## config.mk

```make
export PLATFORM = sky130hd
export DESIGN_NAME = mem_arbiter
export DESIGN_NICKNAME = d
export VERILOG_FILES = /design/src/rtl/mem_arbiter.sv
export SDC_FILE = /design/constraint.sdc
export NUM_CORES = 1
export LEC_CHECK = 0
export BUFFER_PORTS_ARGS = -buffer_cell sky130_fd_sc_hd__clkbuf_2
export CORE_ASPECT_RATIO = 1.1
export CORE_MARGIN = 2
export CORE_UTILIZATION = 49
export DETAILED_ROUTE_END_ITERATION = 10
export GPL_ROUTABILITY_DRIVEN = 0
export HOLD_SLACK_MARGIN = 0.1
export PLACE_DENSITY = 0.74
export SYNTH_ARGS = -nofsm -noshare
export SYNTH_HDL_FRONTEND = slang
export SYNTH_SLANG_ARGS = --single-unit
```

## constraint.sdc

```tcl
create_clock -name clk -period 4 [get_ports clk]
set_input_delay 0.2 -clock clk [delete_from_list [all_inputs] [get_ports clk]]
set_output_delay 0.2 -clock clk [all_outputs]
set_load 0.01 [all_outputs]
```

## src/rtl/mem_arbiter.sv

```systemverilog
// Two-master round-robin arbiter for the shared memory bus, one transaction in flight at a time.
// Define ARB_TIMEOUT_EN to add a WAIT watchdog that answers with ERR_DATA after TIMEOUT_CYCLES.
module mem_arbiter #(
  parameter int unsigned TIMEOUT_CYCLES = 1024,
  parameter logic [31:0] ERR_DATA       = 32'hDEADBEEF
) (
  input  logic        clk,
  input  logic        rst,
  input  logic        m0_request_enable,
  input  logic        m0_req_mode,
  input  logic [31:0] m0_req_addr,
  input  logic [31:0] m0_req_wdata,
  input  logic [3:0]  m0_req_wstrb,
  output logic        m0_response_enable,
  output logic [31:0] m0_resp_data,
  input  logic        m1_request_enable,
  input  logic        m1_req_mode,
  input  logic [31:0] m1_req_addr,
  input  logic [31:0] m1_req_wdata,
  input  logic [3:0]  m1_req_wstrb,
  output logic        m1_response_enable,
  output logic [31:0] m1_resp_data,
  output logic        request_enable,
  output logic        req_mode,
  output logic [31:0] req_addr,
  output logic [31:0] req_wdata,
  output logic [3:0]  req_wstrb,
  input  logic        response_enable,
  input  logic [31:0] resp_data,
  output logic        busy,
  output logic        grant_id,
  output logic        timeout_error
);

  typedef enum logic {S_IDLE = 1'b0, S_WAIT = 1'b1} state_t;

  state_t      state_reg;
  logic        grant_id_reg;
  logic        last_grant_reg;
  logic [1:0]  rsp_en_reg;
  logic [31:0] rsp_data_reg [2];

  logic [1:0]  in_en;
  logic [1:0]  in_mode;
  logic [31:0] in_addr  [2];
  logic [31:0] in_wdata [2];
  logic [3:0]  in_wstrb [2];

  logic [1:0]  pend_valid;
  logic [1:0]  pend_mode;
  logic [31:0] pend_addr  [2];
  logic [31:0] pend_wdata [2];
  logic [3:0]  pend_wstrb [2];

  logic [1:0]  in_flight;
  logic [1:0]  accept;
  logic [1:0]  cand;
  logic        grant_fire;
  logic        grant_port;
  logic        timeout_hit;
  logic        txn_done;
  logic        sel_mode;
  logic [31:0] sel_addr;
  logic [31:0] sel_wdata;
  logic [3:0]  sel_wstrb;

  assign in_en       = {m1_request_enable, m0_request_enable};
  assign in_mode     = {m1_req_mode, m0_req_mode};
  assign in_addr[0]  = m0_req_addr;
  assign in_addr[1]  = m1_req_addr;
  assign in_wdata[0] = m0_req_wdata;
  assign in_wdata[1] = m1_req_wdata;
  assign in_wstrb[0] = m0_req_wstrb;
  assign in_wstrb[1] = m1_req_wstrb;

`ifdef ARB_TIMEOUT_EN
  logic [31:0] timeout_cnt_reg;
  assign timeout_hit = (state_reg == S_WAIT) && !response_enable &&
                       (timeout_cnt_reg == 32'(TIMEOUT_CYCLES - 1));
`else
  logic [31:0] unused_cfg;
  assign unused_cfg    = ERR_DATA ^ 32'(TIMEOUT_CYCLES);
  assign timeout_hit   = 1'b0;
  assign timeout_error = 1'b0;
`endif

  // The in-flight transaction retires this cycle, so a new pulse from its owner is legal.
  assign txn_done = (state_reg == S_WAIT) && (response_enable || timeout_hit);

  genvar gi;
  generate
    for (gi = 0; gi < 2; gi++) begin : g_port
      logic        valid_reg;
      logic        mode_reg;
      logic [31:0] addr_reg;
      logic [31:0] wdata_reg;
      logic [3:0]  wstrb_reg;

      assign in_flight[gi] = (state_reg == S_WAIT) && (grant_id_reg == 1'(gi)) && !txn_done;
      assign accept[gi]    = in_en[gi] && !valid_reg && !in_flight[gi];
      assign cand[gi]      = valid_reg || accept[gi];

      always_ff @(posedge clk) begin
        if (rst) begin
          valid_reg <= 1'b0;
          mode_reg  <= 1'b0;
          addr_reg  <= '0;
          wdata_reg <= '0;
          wstrb_reg <= '0;
        end else if (grant_fire && (grant_port == 1'(gi))) begin
          valid_reg <= 1'b0;
        end else if (accept[gi]) begin
          valid_reg <= 1'b1;
          mode_reg  <= in_mode[gi];
          addr_reg  <= in_addr[gi];
          wdata_reg <= in_wdata[gi];
          wstrb_reg <= in_wstrb[gi];
        end
      end

      assign pend_valid[gi] = valid_reg;
      assign pend_mode[gi]  = mode_reg;
      assign pend_addr[gi]  = addr_reg;
      assign pend_wdata[gi] = wdata_reg;
      assign pend_wstrb[gi] = wstrb_reg;
    end
  endgenerate

  assign grant_fire = (state_reg == S_IDLE) && (|cand);
  assign grant_port = (&cand) ? ~last_grant_reg : cand[1];

  // A pending buffer always predates a same-cycle pulse, so it takes priority.
  assign sel_mode  = pend_valid[grant_port] ? pend_mode[grant_port]  : in_mode[grant_port];
  assign sel_addr  = pend_valid[grant_port] ? pend_addr[grant_port]  : in_addr[grant_port];
  assign sel_wdata = pend_valid[grant_port] ? pend_wdata[grant_port] : in_wdata[grant_port];
  assign sel_wstrb = pend_valid[grant_port] ? pend_wstrb[grant_port] : in_wstrb[grant_port];

  always_ff @(posedge clk) begin
    if (rst) begin
      state_reg       <= S_IDLE;
      request_enable  <= 1'b0;
      req_mode        <= 1'b0;
      req_addr        <= '0;
      req_wdata       <= '0;
      req_wstrb       <= '0;
      grant_id_reg    <= 1'b0;
      last_grant_reg  <= 1'b1;
      rsp_en_reg      <= '0;
      rsp_data_reg[0] <= '0;
      rsp_data_reg[1] <= '0;
`ifdef ARB_TIMEOUT_EN
      timeout_cnt_reg <= '0;
      timeout_error   <= 1'b0;
`endif
    end else begin
      request_enable <= 1'b0;
      rsp_en_reg     <= '0;
`ifdef ARB_TIMEOUT_EN
      timeout_error  <= 1'b0;
`endif
      case (state_reg)
        S_IDLE: begin
          if (grant_fire) begin
            req_mode       <= sel_mode;
            req_addr       <= sel_addr;
            req_wdata      <= sel_wdata;
            req_wstrb      <= sel_wstrb;
            request_enable <= 1'b1;
            grant_id_reg   <= grant_port;
            last_grant_reg <= grant_port;
            state_reg      <= S_WAIT;
`ifdef ARB_TIMEOUT_EN
            timeout_cnt_reg <= '0;
`endif
          end
        end
        S_WAIT: begin
          if (response_enable) begin
            rsp_en_reg[grant_id_reg]   <= 1'b1;
            rsp_data_reg[grant_id_reg] <= resp_data;
            state_reg                  <= S_IDLE;
`ifdef ARB_TIMEOUT_EN
          end else if (timeout_hit) begin
            rsp_en_reg[grant_id_reg]   <= 1'b1;
            rsp_data_reg[grant_id_reg] <= ERR_DATA;
            timeout_error              <= 1'b1;
            state_reg                  <= S_IDLE;
          end else begin
            timeout_cnt_reg <= timeout_cnt_reg + 32'd1;
`endif
          end
        end
        default: state_reg <= S_IDLE;
      endcase
    end
  end

  assign m0_response_enable = rsp_en_reg[0];
  assign m1_response_enable = rsp_en_reg[1];
  assign m0_resp_data       = rsp_data_reg[0];
  assign m1_resp_data       = rsp_data_reg[1];
  assign busy               = (state_reg == S_WAIT);
  assign grant_id           = grant_id_reg;

endmodule

```

==> impl_results.md <==
- Status: completed
- Fill cell count: 1,938
- Period utilization: 0.8179
- CP max-delay cell: dfxtp_1
- Setup ws final: 0.7282 ns
- Total Routing Usage GR: 0.2997
- Sequential fraction of the synthesis area: 0.4950
- Largest net degree at the start of global routing: 70
- Fraction of layout cells with a size suffix above 1: 0.2316
- Storage cell area: 6227 um^2
- Relative slew slack: 0.3481
- Compound-Gate Fraction of Synth Area: 0.2191
- Synth Area per Inst: 8.801 um^2
- Detailed Route WL: 42.34 mm
- Synth Area in Adders: 0
- Vias per cell: 5.784
- Syn Nets: 1,604
- Skew-Pair Late Insertion Delay: 0.54 ns
- Worst path top cell family by delay: buffers and inverters
- # nets final: 2,014
- CP Cell Sequence: buf_4 -> nand2b_2 -> buf_12 -> a211oi_4 -> buf_4 -> nand2_1 -> a21oi_1 -> dlygate4sd3_1
- ANT nets after route: 0
- Final Max Tran Viols: 0
- Reg clk slew, reported paths: 0.06 ns
- Post-Synthesis Cells: 1,429
- Dpl ws: 1.130 ns
- CP max FO: 62
- Cell area after synthesis: 12,580 um^2
- Via count: 12,770
- P&R area growth vs syn: 35.37%
- CP Data Required Time: 4.43 ns
- Crit path time final: 3.272 ns
- Largest family of logic cells by synthesized area: compound AO/OA/AOI/OAI gates
- Initial antenna violation count: 1
- Post-synth EDFFs: 64
- Max Freq: 305.6 MHz
- Synth Area in Simple Gates: 0.2144
- Crit path kind: flop to flop
- CTS tree: built
- Root buf cell: clkbuf_16
- Clk buf depth: 3
- Most frequent cells in the layout: clkbuf_2, nand2_1, dfxtp_1
- Async set-reset flop share out of synthesis: 0
- LEAKAGE: 6.869 nW
- WL/cell: 19.18 um
- Slew @ Worst Pin: 0.9778 ns
- Worst path max stage delay: 0.91 ns
- Chip Height: 172.0 um
- PortBufs: 312
- CTS buffer count: 29
- Hold crit path type: input port to flop
- # rows: 61
- Initial DRT Pass Iterations: 5
- Mux contribution to synthesized area: 0
- Commonest non-fill, non-tap cell in the layout: clkbuf_2
- Most frequent CP cell: buf_4
- Dpl hpwl: 25.62 mm
- Synth Area in XOR/XNOR: 0
- Critical Path Start Type: flop
- Power per cell area: 439.7 nW/um^2
- Yosys cell types: 40
- I/O pins: 314
- Ys flop type: dfxtp_1
- # Max-Cap Violations: 0
- Endpoints failing setup: 0
- Initial Util: 0.4978
- Clock H-tree levels: 1
- CP endpoint kind: flop
- GRT overflow: 0
- Core area: 25,260 um^2
- Register bit total from synthesis: 279
- Residual DRC count: 0
- YS warnings: 0
- Arr. time, crit path: 3.70 ns
- Clock Sinks: 279
- Chip Width: 156.8 um
- Peak supply drop: 0.2977 mV
- DR iter-0 viols: 1,077
- Die ar.: 26,970 um^2
- Multi-input gate area: 5524 um^2
- RSZ-0062 raised after global routing: false
- Worst Skew: 0.008482 ns
- Total Neg Setup Slack: 0 ns
- Final hold vios: 0
- First-pass GRT wire length: 64.84 mm
- Worst path bufs/invs: 4
- Vias in the first global route: 12,300
-- routing by layer --
layer | global-route usage | vias to the layer above | wire length, um
li1 | - | 5919 | -
met1 | 0.3598 | 6030 | 16620
met2 | 0.5254 | 662 | 20650
met3 | 0.05439 | 158 | 3197
met4 | 0.1308 | 2 | 1855
met5 | 0 | - | 13
-- synth_stat cells, types with 2 or more instances --
library cell  count  area share
a211oi_1          3      0.0018
a21oi_1         140       0.056
and2_1           66       0.033
and3_1            2     0.00099
buf_1             7      0.0021
buf_2            17      0.0068
buf_4            10      0.0060
buf_6             3      0.0027
clkbuf_1        106       0.032
dfxtp_1         215        0.34
edfxtp_1         64        0.15
inv_1            73       0.022
nand2_1         278       0.083
nand2b_1          2     0.00099
nand3b_1          2      0.0012
nor2_1           70       0.021
o21ai_0           4      0.0016
o221ai_1         69       0.048
o32a_1           69       0.055
o32ai_1          69       0.048
or2_2            25       0.012
or3_1           117       0.058
-- what timing repair did --
item	4_1_cts	5_1_grt
setup buffers	0	0
hold buffers	180	0
gates resized for setup	0	0
endpoints found under the hold margin	202	0
-- through the flow --
step	area, um^2	instances	power, mW	util	hold slack (ns)
after CTS	17020	2207	7.493	0.6738	0.1007
after global placement	14290	1974	4.700	0.5656	0.4368
after global routing	17020	2207	7.785	0.6738	0.1210
final	17030	2208	7.485	0.6739	0.1193
after detailed placement	14290	1974	4.730	0.5656	0.4428
after floorplan	12580	1429	4.178	-	0.3360
-- final timing paths --
check | endpoint | slack (ns) | cells after the start | from
max | g_port[1].wdata_reg[7] | 0.73 | 8 | g_port[1].valid_reg
min | g_port[1].wdata_reg[3] | 0.12 | 2 | rst
max reg2reg | g_port[1].wdata_reg[7] | 0.73 | 8 | g_port[1].valid_reg
min reg2reg | req_wdata[1] | 0.45 | 2 | req_wdata[1]
-- layout make-up --
type                       count  share of cell area
antenna                        1           0.0001470
clock inverter                12            0.005071
multi-input combinational    933              0.3245
inverter                      74             0.01632
timing repair buffer         522              0.2131
clock buffer                  41             0.04968
tap                          346             0.02543
sequential                   279              0.3658
-- cells by family after synthesis --
family | count (synthesis)
buffers and inverters | 217
flip-flops | 279
other | 1
AND/OR/NAND/NOR | 567
AO/OA/AOI/OAI | 365
-- power by group --
part           total [mW]  switching [mW]  internal (mW)
logic                1.56           0.887          0.674
clock network        2.64            1.11           1.53
registers            3.28           0.154           3.13
Note: power is estimated with default switching activity, not from simulation.
